===== config.mk =====
export PLATFORM = sky130hd
export DESIGN_NAME = note_sequencer
export DESIGN_NICKNAME = d
export VERILOG_FILES = /design/src/rtl/note_seq_pkg.sv /design/src/rtl/tone_osc.sv /design/src/rtl/note_sequencer.sv
export SDC_FILE = /design/constraint.sdc
export NUM_CORES = 1
export LEC_CHECK = 0
export ABC_AREA = 1
export CAP_MARGIN = 40
export CORE_MARGIN = 2
export CORE_UTILIZATION = 45
export DETAILED_ROUTE_END_ITERATION = 8
export PLACE_DENSITY_LB_ADDON = 0.3
export SYNTH_ARGS = -nofsm -noshare
export SYNTH_HDL_FRONTEND = slang
export SYNTH_SLANG_ARGS = --single-unit

===== constraint.sdc =====
create_clock -name clk_27Mhz -period 1.3 [get_ports clk_27Mhz]
set_input_delay 0.26 -clock clk_27Mhz [delete_from_list [all_inputs] [get_ports clk_27Mhz]]
set_output_delay 0.26 -clock clk_27Mhz [all_outputs]
set_load 0.05 [all_outputs]

===== src/rtl/note_seq_pkg.sv =====
// Shared definitions for the note sequencer: FSM state encoding, oscillator
// counter width and the octave -1 half-period table at 27 MHz.
// Optional tone generation is enabled with NOTE_SEQUENCER_TONE_EN.
package note_seq_pkg;

   typedef enum logic [0:0] {
      ST_STOPPED = 1'b0,
      ST_PLAYING = 1'b1
   } seq_state_e;

   // Oscillator half-period counter width.
   localparam int CNT_W  = 20;

   // C-1..G-1 half-periods exceed 20 bits, so table entries carry one extra
   // bit. Any octave >= 0 shifts them back into the 20-bit counter range.
   localparam int BASE_W = 21;

   // Octave -1 half-period in 27 MHz cycles, indexed by note mod 12 (C = 0).
   function automatic logic [BASE_W-1:0] base_half(input logic [3:0] idx);
      logic [BASE_W-1:0] val;
      case (idx)
         4'd0:    val = 21'd1651215;  // C
         4'd1:    val = 21'd1558539;  // C#
         4'd2:    val = 21'd1471065;  // D
         4'd3:    val = 21'd1388501;  // D#
         4'd4:    val = 21'd1310570;  // E
         4'd5:    val = 21'd1237013;  // F
         4'd6:    val = 21'd1167585;  // F#
         4'd7:    val = 21'd1102054;  // G
         4'd8:    val = 21'd1040200;  // G#
         4'd9:    val = 21'd981818;   // A
         4'd10:   val = 21'd926713;   // A#
         4'd11:   val = 21'd874701;   // B
         default: val = 21'd0;
      endcase
      return val;
   endfunction

endpackage


===== src/rtl/tone_osc.sv =====
// Square-wave tone oscillator for the note sequencer. Present only when
// NOTE_SEQUENCER_TONE_EN is defined; otherwise this file contributes no logic.
`ifdef NOTE_SEQUENCER_TONE_EN
module tone_osc
   import note_seq_pkg::*;
#(
   parameter int NOTE_W = 7
)(
   input  logic              clk_27Mhz,
   input  logic              reset_n,
   input  logic              gate,
   input  logic [NOTE_W-1:0] note,
   output logic              audio_out
);

   logic [3:0]        note_mod_s;
   logic [NOTE_W-1:0] note_oct_s;
   logic [BASE_W-1:0] half_full_s;
   logic [CNT_W-1:0]  half_s;
   logic [CNT_W:0]    cnt_inc_s;
   logic [CNT_W-1:0]  cnt_nxt_s;
   logic              audio_nxt_s;
   logic [CNT_W-1:0]  cnt_r;
   logic              audio_r;
   logic [NOTE_W-1:0] note_prev_r;

   // Half-period for the current note; sub-audio notes that overflow saturate
   always_comb begin
      note_mod_s  = 4'(note % NOTE_W'(12));
      note_oct_s  = note / NOTE_W'(12);
      half_full_s = base_half(note_mod_s) >> note_oct_s;
      if (half_full_s[BASE_W-1:CNT_W] != {(BASE_W-CNT_W){1'b0}}) begin
         half_s = {CNT_W{1'b1}};
      end else begin
         half_s = half_full_s[CNT_W-1:0];
      end
   end

   // Counter/toggle next state: restart silent on gate low or a note change
   always_comb begin
      cnt_inc_s   = {1'b0, cnt_r} + {{CNT_W{1'b0}}, 1'b1};
      cnt_nxt_s   = cnt_r;
      audio_nxt_s = audio_r;
      if (!gate || (note != note_prev_r)) begin
         cnt_nxt_s   = {CNT_W{1'b0}};
         audio_nxt_s = 1'b0;
      end else if (cnt_inc_s >= {1'b0, half_s}) begin
         cnt_nxt_s   = {CNT_W{1'b0}};
         audio_nxt_s = ~audio_r;
      end else begin
         cnt_nxt_s   = cnt_inc_s[CNT_W-1:0];
         audio_nxt_s = audio_r;
      end
   end

   // Oscillator state registers
   always_ff @(posedge clk_27Mhz) begin
      if (!reset_n) begin
         cnt_r       <= {CNT_W{1'b0}};
         audio_r     <= 1'b0;
         note_prev_r <= {NOTE_W{1'b0}};
      end else begin
         cnt_r       <= cnt_nxt_s;
         audio_r     <= audio_nxt_s;
         note_prev_r <= note;
      end
   end

   assign audio_out = audio_r;

endmodule
`endif


===== src/rtl/note_sequencer.sv =====
// Step sequencer: plays a STEPS-entry note pattern, advancing one step per
// rising edge of the upstream tick. Define NOTE_SEQUENCER_TONE_EN to add the
// square-wave tone oscillator on audio_out; otherwise audio_out is tied low.
module note_sequencer
   import note_seq_pkg::*;
#(
   parameter int STEPS  = 8,
   parameter int NOTE_W = 7
)(
   input  logic                     clk_27Mhz,
   input  logic                     reset_n,
   input  logic                     tick_in,
   input  logic                     run,
   input  logic                     wr_en,
   input  logic [$clog2(STEPS)-1:0] wr_addr,
   input  logic [NOTE_W:0]          wr_data,
   output logic [$clog2(STEPS)-1:0] step_idx,
   output logic [NOTE_W-1:0]        note,
   output logic                     gate,
   output logic                     step_strobe,
   output logic                     audio_out
);

   localparam int              ADDR_W     = $clog2(STEPS);
   localparam logic [NOTE_W:0] REST_ENTRY = {1'b1, {NOTE_W{1'b0}}};

   seq_state_e        state_r, state_nxt_s;
   logic              tick_prev_r;
   logic              rise_s, fall_s;
   logic [NOTE_W:0]   mem_r [STEPS];
   logic [NOTE_W:0]   load_entry_s;
   logic [ADDR_W-1:0] next_ptr_r, ptr_nxt_s;
   logic [ADDR_W-1:0] step_idx_r, idx_nxt_s;
   logic [NOTE_W-1:0] note_r, note_nxt_s;
   logic              gate_r, gate_nxt_s;
   logic              strobe_r, strobe_nxt_s;

   assign rise_s       = tick_in & ~tick_prev_r;
   assign fall_s       = ~tick_in & tick_prev_r;
   assign load_entry_s = mem_r[next_ptr_r];

   // One register of tick history for edge detection
   always_ff @(posedge clk_27Mhz) begin
      if (!reset_n) begin
         tick_prev_r <= 1'b0;
      end else begin
         tick_prev_r <= tick_in;
      end
   end

   // Pattern memory; reset fills with rests and overrides a concurrent write
   always_ff @(posedge clk_27Mhz) begin
      if (!reset_n) begin
         for (int i = 0; i < STEPS; i++) begin
            mem_r[i] <= REST_ENTRY;
         end
      end else if (wr_en) begin
         mem_r[wr_addr] <= wr_data;
      end
   end

   // FSM state register
   always_ff @(posedge clk_27Mhz) begin
      if (!reset_n) begin
         state_r <= ST_STOPPED;
      end else begin
         state_r <= state_nxt_s;
      end
   end

   // Next state and step loading; stop wins over a simultaneous tick rise
   always_comb begin
      state_nxt_s  = state_r;
      ptr_nxt_s    = next_ptr_r;
      idx_nxt_s    = step_idx_r;
      note_nxt_s   = note_r;
      gate_nxt_s   = gate_r;
      strobe_nxt_s = 1'b0;
      case (state_r)
         ST_STOPPED: begin
            if (run) begin
               state_nxt_s = ST_PLAYING;
            end else begin
               state_nxt_s = ST_STOPPED;
            end
         end
         ST_PLAYING: begin
            if (!run) begin
               state_nxt_s = ST_STOPPED;
               ptr_nxt_s   = {ADDR_W{1'b0}};
               idx_nxt_s   = {ADDR_W{1'b0}};
               gate_nxt_s  = 1'b0;
            end else if (rise_s) begin
               idx_nxt_s    = next_ptr_r;
               note_nxt_s   = load_entry_s[NOTE_W-1:0];
               gate_nxt_s   = ~load_entry_s[NOTE_W];
               strobe_nxt_s = 1'b1;
               ptr_nxt_s    = next_ptr_r + ADDR_W'(1);
            end else if (fall_s) begin
               gate_nxt_s = 1'b0;
            end else begin
               gate_nxt_s = gate_r;
            end
         end
         default: begin
            state_nxt_s = ST_STOPPED;
            ptr_nxt_s   = {ADDR_W{1'b0}};
            idx_nxt_s   = {ADDR_W{1'b0}};
            gate_nxt_s  = 1'b0;
         end
      endcase
   end

   // Step pointer and sounding-step output registers
   always_ff @(posedge clk_27Mhz) begin
      if (!reset_n) begin
         next_ptr_r <= {ADDR_W{1'b0}};
         step_idx_r <= {ADDR_W{1'b0}};
         note_r     <= {NOTE_W{1'b0}};
         gate_r     <= 1'b0;
         strobe_r   <= 1'b0;
      end else begin
         next_ptr_r <= ptr_nxt_s;
         step_idx_r <= idx_nxt_s;
         note_r     <= note_nxt_s;
         gate_r     <= gate_nxt_s;
         strobe_r   <= strobe_nxt_s;
      end
   end

   assign step_idx    = step_idx_r;
   assign note        = note_r;
   assign gate        = gate_r;
   assign step_strobe = strobe_r;

`ifdef NOTE_SEQUENCER_TONE_EN
   tone_osc #(
      .NOTE_W(NOTE_W)
   ) u_tone_osc (
      .clk_27Mhz (clk_27Mhz),
      .reset_n   (reset_n),
      .gate      (gate_r),
      .note      (note_r),
      .audio_out (audio_out)
   );
`else
   assign audio_out = 1'b0;
`endif

endmodule


==> impl_summary.md <==
Status
The run finished with clean final reports.

Setup path
The kind of end point of the critical path is a flip-flop. For the worst setup path, the data required time is around 1.5 ns. In this design, the critical path's most frequently occurring cell is nand3_1.

Among cell families on the critical path, the largest total delay comes from simple AND/OR/NAND/NOR gates. Along the worst path, the maximum fanout reaches 8. The slowest stage of the critical path is the dfxtp_2 cell. The worst setup path is launched from a flip-flop. The buffers plus inverters on the worst setup path is 2. The class of the most critical setup path is reg2reg. The maximum single-stage delay on the critical path is roughly 0.35 ns.

Traced cell by cell, the critical path runs through buf_6 > buf_4 > nand2_1 > nand3_1 > nand3_1 > nand3_1 > a21oi_1. At the worst endpoint, the arrival time is between 1 and 1.5 ns.

Layout
The share of post-route cells with drive strength above 1 is 0.2127. 0 antenna diodes ended up in the layout. Counting the fill cells in the layout gives around 690. The area occupied by registers is around 0.0023 sq mm. Leaving out fill and tap cells, the most frequent cells in the layout are nand2_1, edfxtp_1, inv_1, nor2_1, nand3_1. The finished cells cover 0.004850 sq mm. For this run, the post-layout net count is between 500 and 600. Summing all multi-input logic gate instances after layout gives 0.001185 sq mm. The most common cell after layout, fill and taps aside is nand2_1. From synthesis to final layout, the design area changed by 26.54%.

Timing
The worst path in the final design needs a cycle of between 1 and 1.5 ns, including I/O delays and setup. The final-report max-slew violation count is 0. Static timing analysis puts the maximum clock frequency at ~840 MHz.

Hold is met by 0.4205 ns. Setup violations remaining at the end of the flow were counted as 0. Dividing the final minimum period by the clock period gives 0.9124. The number of endpoints with negative hold slack in the final report was 0.

Setup slack on the critical path of the routed design comes to 0.1138 ns. The worst clock skew is between 0.008 and 0.009 ns. Setup repair after global routing left no endpoint under its margin.

Placement
Prior to clock tree synthesis, the placed netlist has a worst setup slack of -0.6055 ns. Summed over all nets, the half-perimeter wirelength after detailed placement is 6.034 mm. Buffers placed on the I/O ports in this run total 27. Summing all placed instances gives a cell area of around 0.0045 sq mm. At the end of routability-driven placement, the weighted congestion stood at 0.8200.

Floorplan
After floorplanning, the core was divided into 33 placement rows. For this configuration, the core starts out at a cell density of 0.4664. From left edge to right edge, the die measures 96.29 um. The top-level port count is 29.

The height of the die is ~96 um. The die covers roughly 0.0093 sq mm. The area of the core is 0.008217 sq mm.

Routing
The number of vias per cell after detailed routing is roughly 4.8. For this run, the detailed router's first-pass iteration total came to 5. The first-iteration detailed-routing DRC count is 152. Dividing the detail-routed wire length by the instance count gives approximately 14 um. Wire segments on met3 add up to around 420 um in the final route. The detailed-routing wirelength on met1 is 3.608 mm.

The post-route antenna net violation count is 0. After detailed routing, the number of remaining DRC violations is 0. The detailed router placed approximately 2,800 vias in this run.

After detailed routing, no signal wire sits above met4. Summed over all nets, wire length on met2 after detailed routing comes to 3.978 mm. The final routed wirelength across all metal layers is ~8.2 mm.

Run
The reported max-cap violation count is 0.

Clock network
The number of levels the H-tree was split into is 3. After clock tree synthesis, the flow added hold-fix buffers numbering 0. The cell at the root of the clock tree is clkbuf_8. The number of clock buffers added by TritonCTS is 9.

The clock latency on the worst-skew pair is about 0.35 ns. The clock-pin slew on the worst setup and hold paths is about 0.08 ns. CTS saw 84 sinks. The TritonCTS clock tree is built. The maximum buffer depth of the clock tree is 2.

Global routing
The overall routing resource usage is 0.1942. The first global-routing pass estimated roughly 13 mm of wire. The initial antenna violation count is 0. The maximum number of pins on one net before global-route repair is 33. The number of global-route vias before repair is roughly 2,600.

The residual overflow from global routing is 0.

Synthesis
The number of synthesized flops with an enable pin is 64. In the synthesized netlist the dominant register cell turns out to be edfxtp_1. The total of warnings raised by yosys is 0.

Of the total synthesized cell area, the portion taken by AND, OR, NAND and NOR gates is 0.2667. Of the total synthesized cell area, the portion taken by XOR and XNOR cells is 0.002285. The synthesized cell area is ~0.0038 sq mm. The share of synthesized area in the top cell type comes to 0.5015. The complex-gate fraction of the synthesized area is 0.01698. Of the total synthesized cell area, the portion taken by full adders, half adders and majority gates is 0.003265. Counting every instance in the synthesized netlist gives roughly 430.

The number of nets in the synthesized netlist is roughly 450. In this run, synthesis produced a sequential element count of 84. The dominant combinational cell family by area after synthesis is simple AND/OR/NAND/NOR gates.

After synthesis, the cell types taking the most area are edfxtp_1, nand2_1, dfxtp_1, nand3_1, inv_1. The post-synthesis cell type with the largest combined area is edfxtp_1. The sequential area share after synthesis is 0.6059. The async set-or-reset flop fraction in the synthesized netlist is 0. The multiplexer share of the synthesized area is 0. The post-synthesis cell type count is 22.

After synthesis, the mean cell area works out to roughly 9.0 sq um.

Power and ir drop
The net switching power is between 1000 and 1500 uW. Power spread over the standard cell area amounts to 1111 mW/mm^2. The portion of total power attributed to the clock network is 0.336.

The switching share of power is 0.2363. The leakage power figure is 0.002102 uW. The fraction of power consumed by combinational cells is 0.095.

The worst IR drop on VDD is 465.3 uV. The internal power is slightly above 4000 uW. The register share of total power is 0.570.

Min path
The worst hold path belongs to the class in2reg.
[layout make-up]
class	count	area share
clock buffer	9	0.02554
clock inverter	7	0.01548
inverter	74	0.06037
multi-input combinational	256	0.2443
sequential	84	0.4791
tap	105	0.02709
timing repair buffer	58	0.1463
timing repair inverter	1	0.001806
[per-stage QoR]
step,TNS (ns),power (uW),cells,util
floorplan,-2.774,3383,428,-
global placement,-57.12,3604,576,0.5512
detailed placement,-60.66,3612,576,0.5512
CTS,0,5401,592,0.5820
global route,0,5580,594,0.5902
finish,0,5390,594,0.5902
[path summary, 6_finish.rpt]
kind                               from                         to  slack [ns]  depth (start not counted)
min reg2reg  next_ptr_r[1]$_SDFFE_PN0N_   step_idx[1]$_SDFFE_PN0N_        0.47                          2
max                           flip-flop       note[5]$_SDFFE_PN0P_        0.11                          7
min                          wr_addr[1]  mem_r[6][7]$_SDFFCE_PN1P_        0.42                          4
max reg2reg                   flip-flop       note[5]$_SDFFE_PN0P_        0.11                          7
[cells in the mapped netlist, types with 2 or more instances]
library cell and number:
edfxtp_1 64, dfxtp_1 20, clkinv_2 2, nor2_2 9, o21ai_1 2, a21oi_1 9
nand2_2 6, buf_6 5, nand2_1 108, inv_1 61, buf_4 5, nor2_1 60
nand3_1 56, buf_2 3, inv_2 10, o21ai_0 2
[worst reg2reg max path: cells and delay by family (launching register included)]
kind / cells / cell delay, ns
and+or+nand+nor: 4 / 0.36
DFF: 1 / 0.35
buffers and inverters: 2 / 0.30
AOI/OAI and AO/OA: 1 / 0.06
[routing by layer]
metal	vias up	GRT usage
met5	-	0
met4	0	0.1000
met3	13	0.02897
met2	86	0.3090
met1	1289	0.2578
li1	1450	-
[what timing repair did]
| item | CTS | global route |
|---|---|---|
| gates resized for setup | 19 | 16 |
| endpoints found under the setup margin | 82 | 111 |
| gates cloned | 0 | 1 |
| pin swaps | 0 | 5 |
| setup buffers | 0 | 1 |
[registers in the layout, summed over array words and instances, names as in the netlist, named ones only]
name	flops
step_idx	3
tick_prev_r	1
next_ptr_r	3
note	7
state_r	1
gate	1
mem_r	64
step_strobe	1
[power groups by stage]
stage	Sequential [uW]	Combinational, uW	Clock (uW)
finish	3070	511	1810
global route	3080	563	1940
CTS	3070	499	1830
detailed placement	3130	480	0
global placement	3130	474	0
floorplan	3130	255	0
[cell families after synthesis]
logic type,Yosys count
other,1
DFF,84
xor gates and xnor gates,1
buffers and inverters,88
adders and majority gates,1
and+or+nand+nor,240
AOI/OAI and AO/OA,13
Power figures use the tool's default switching activity.
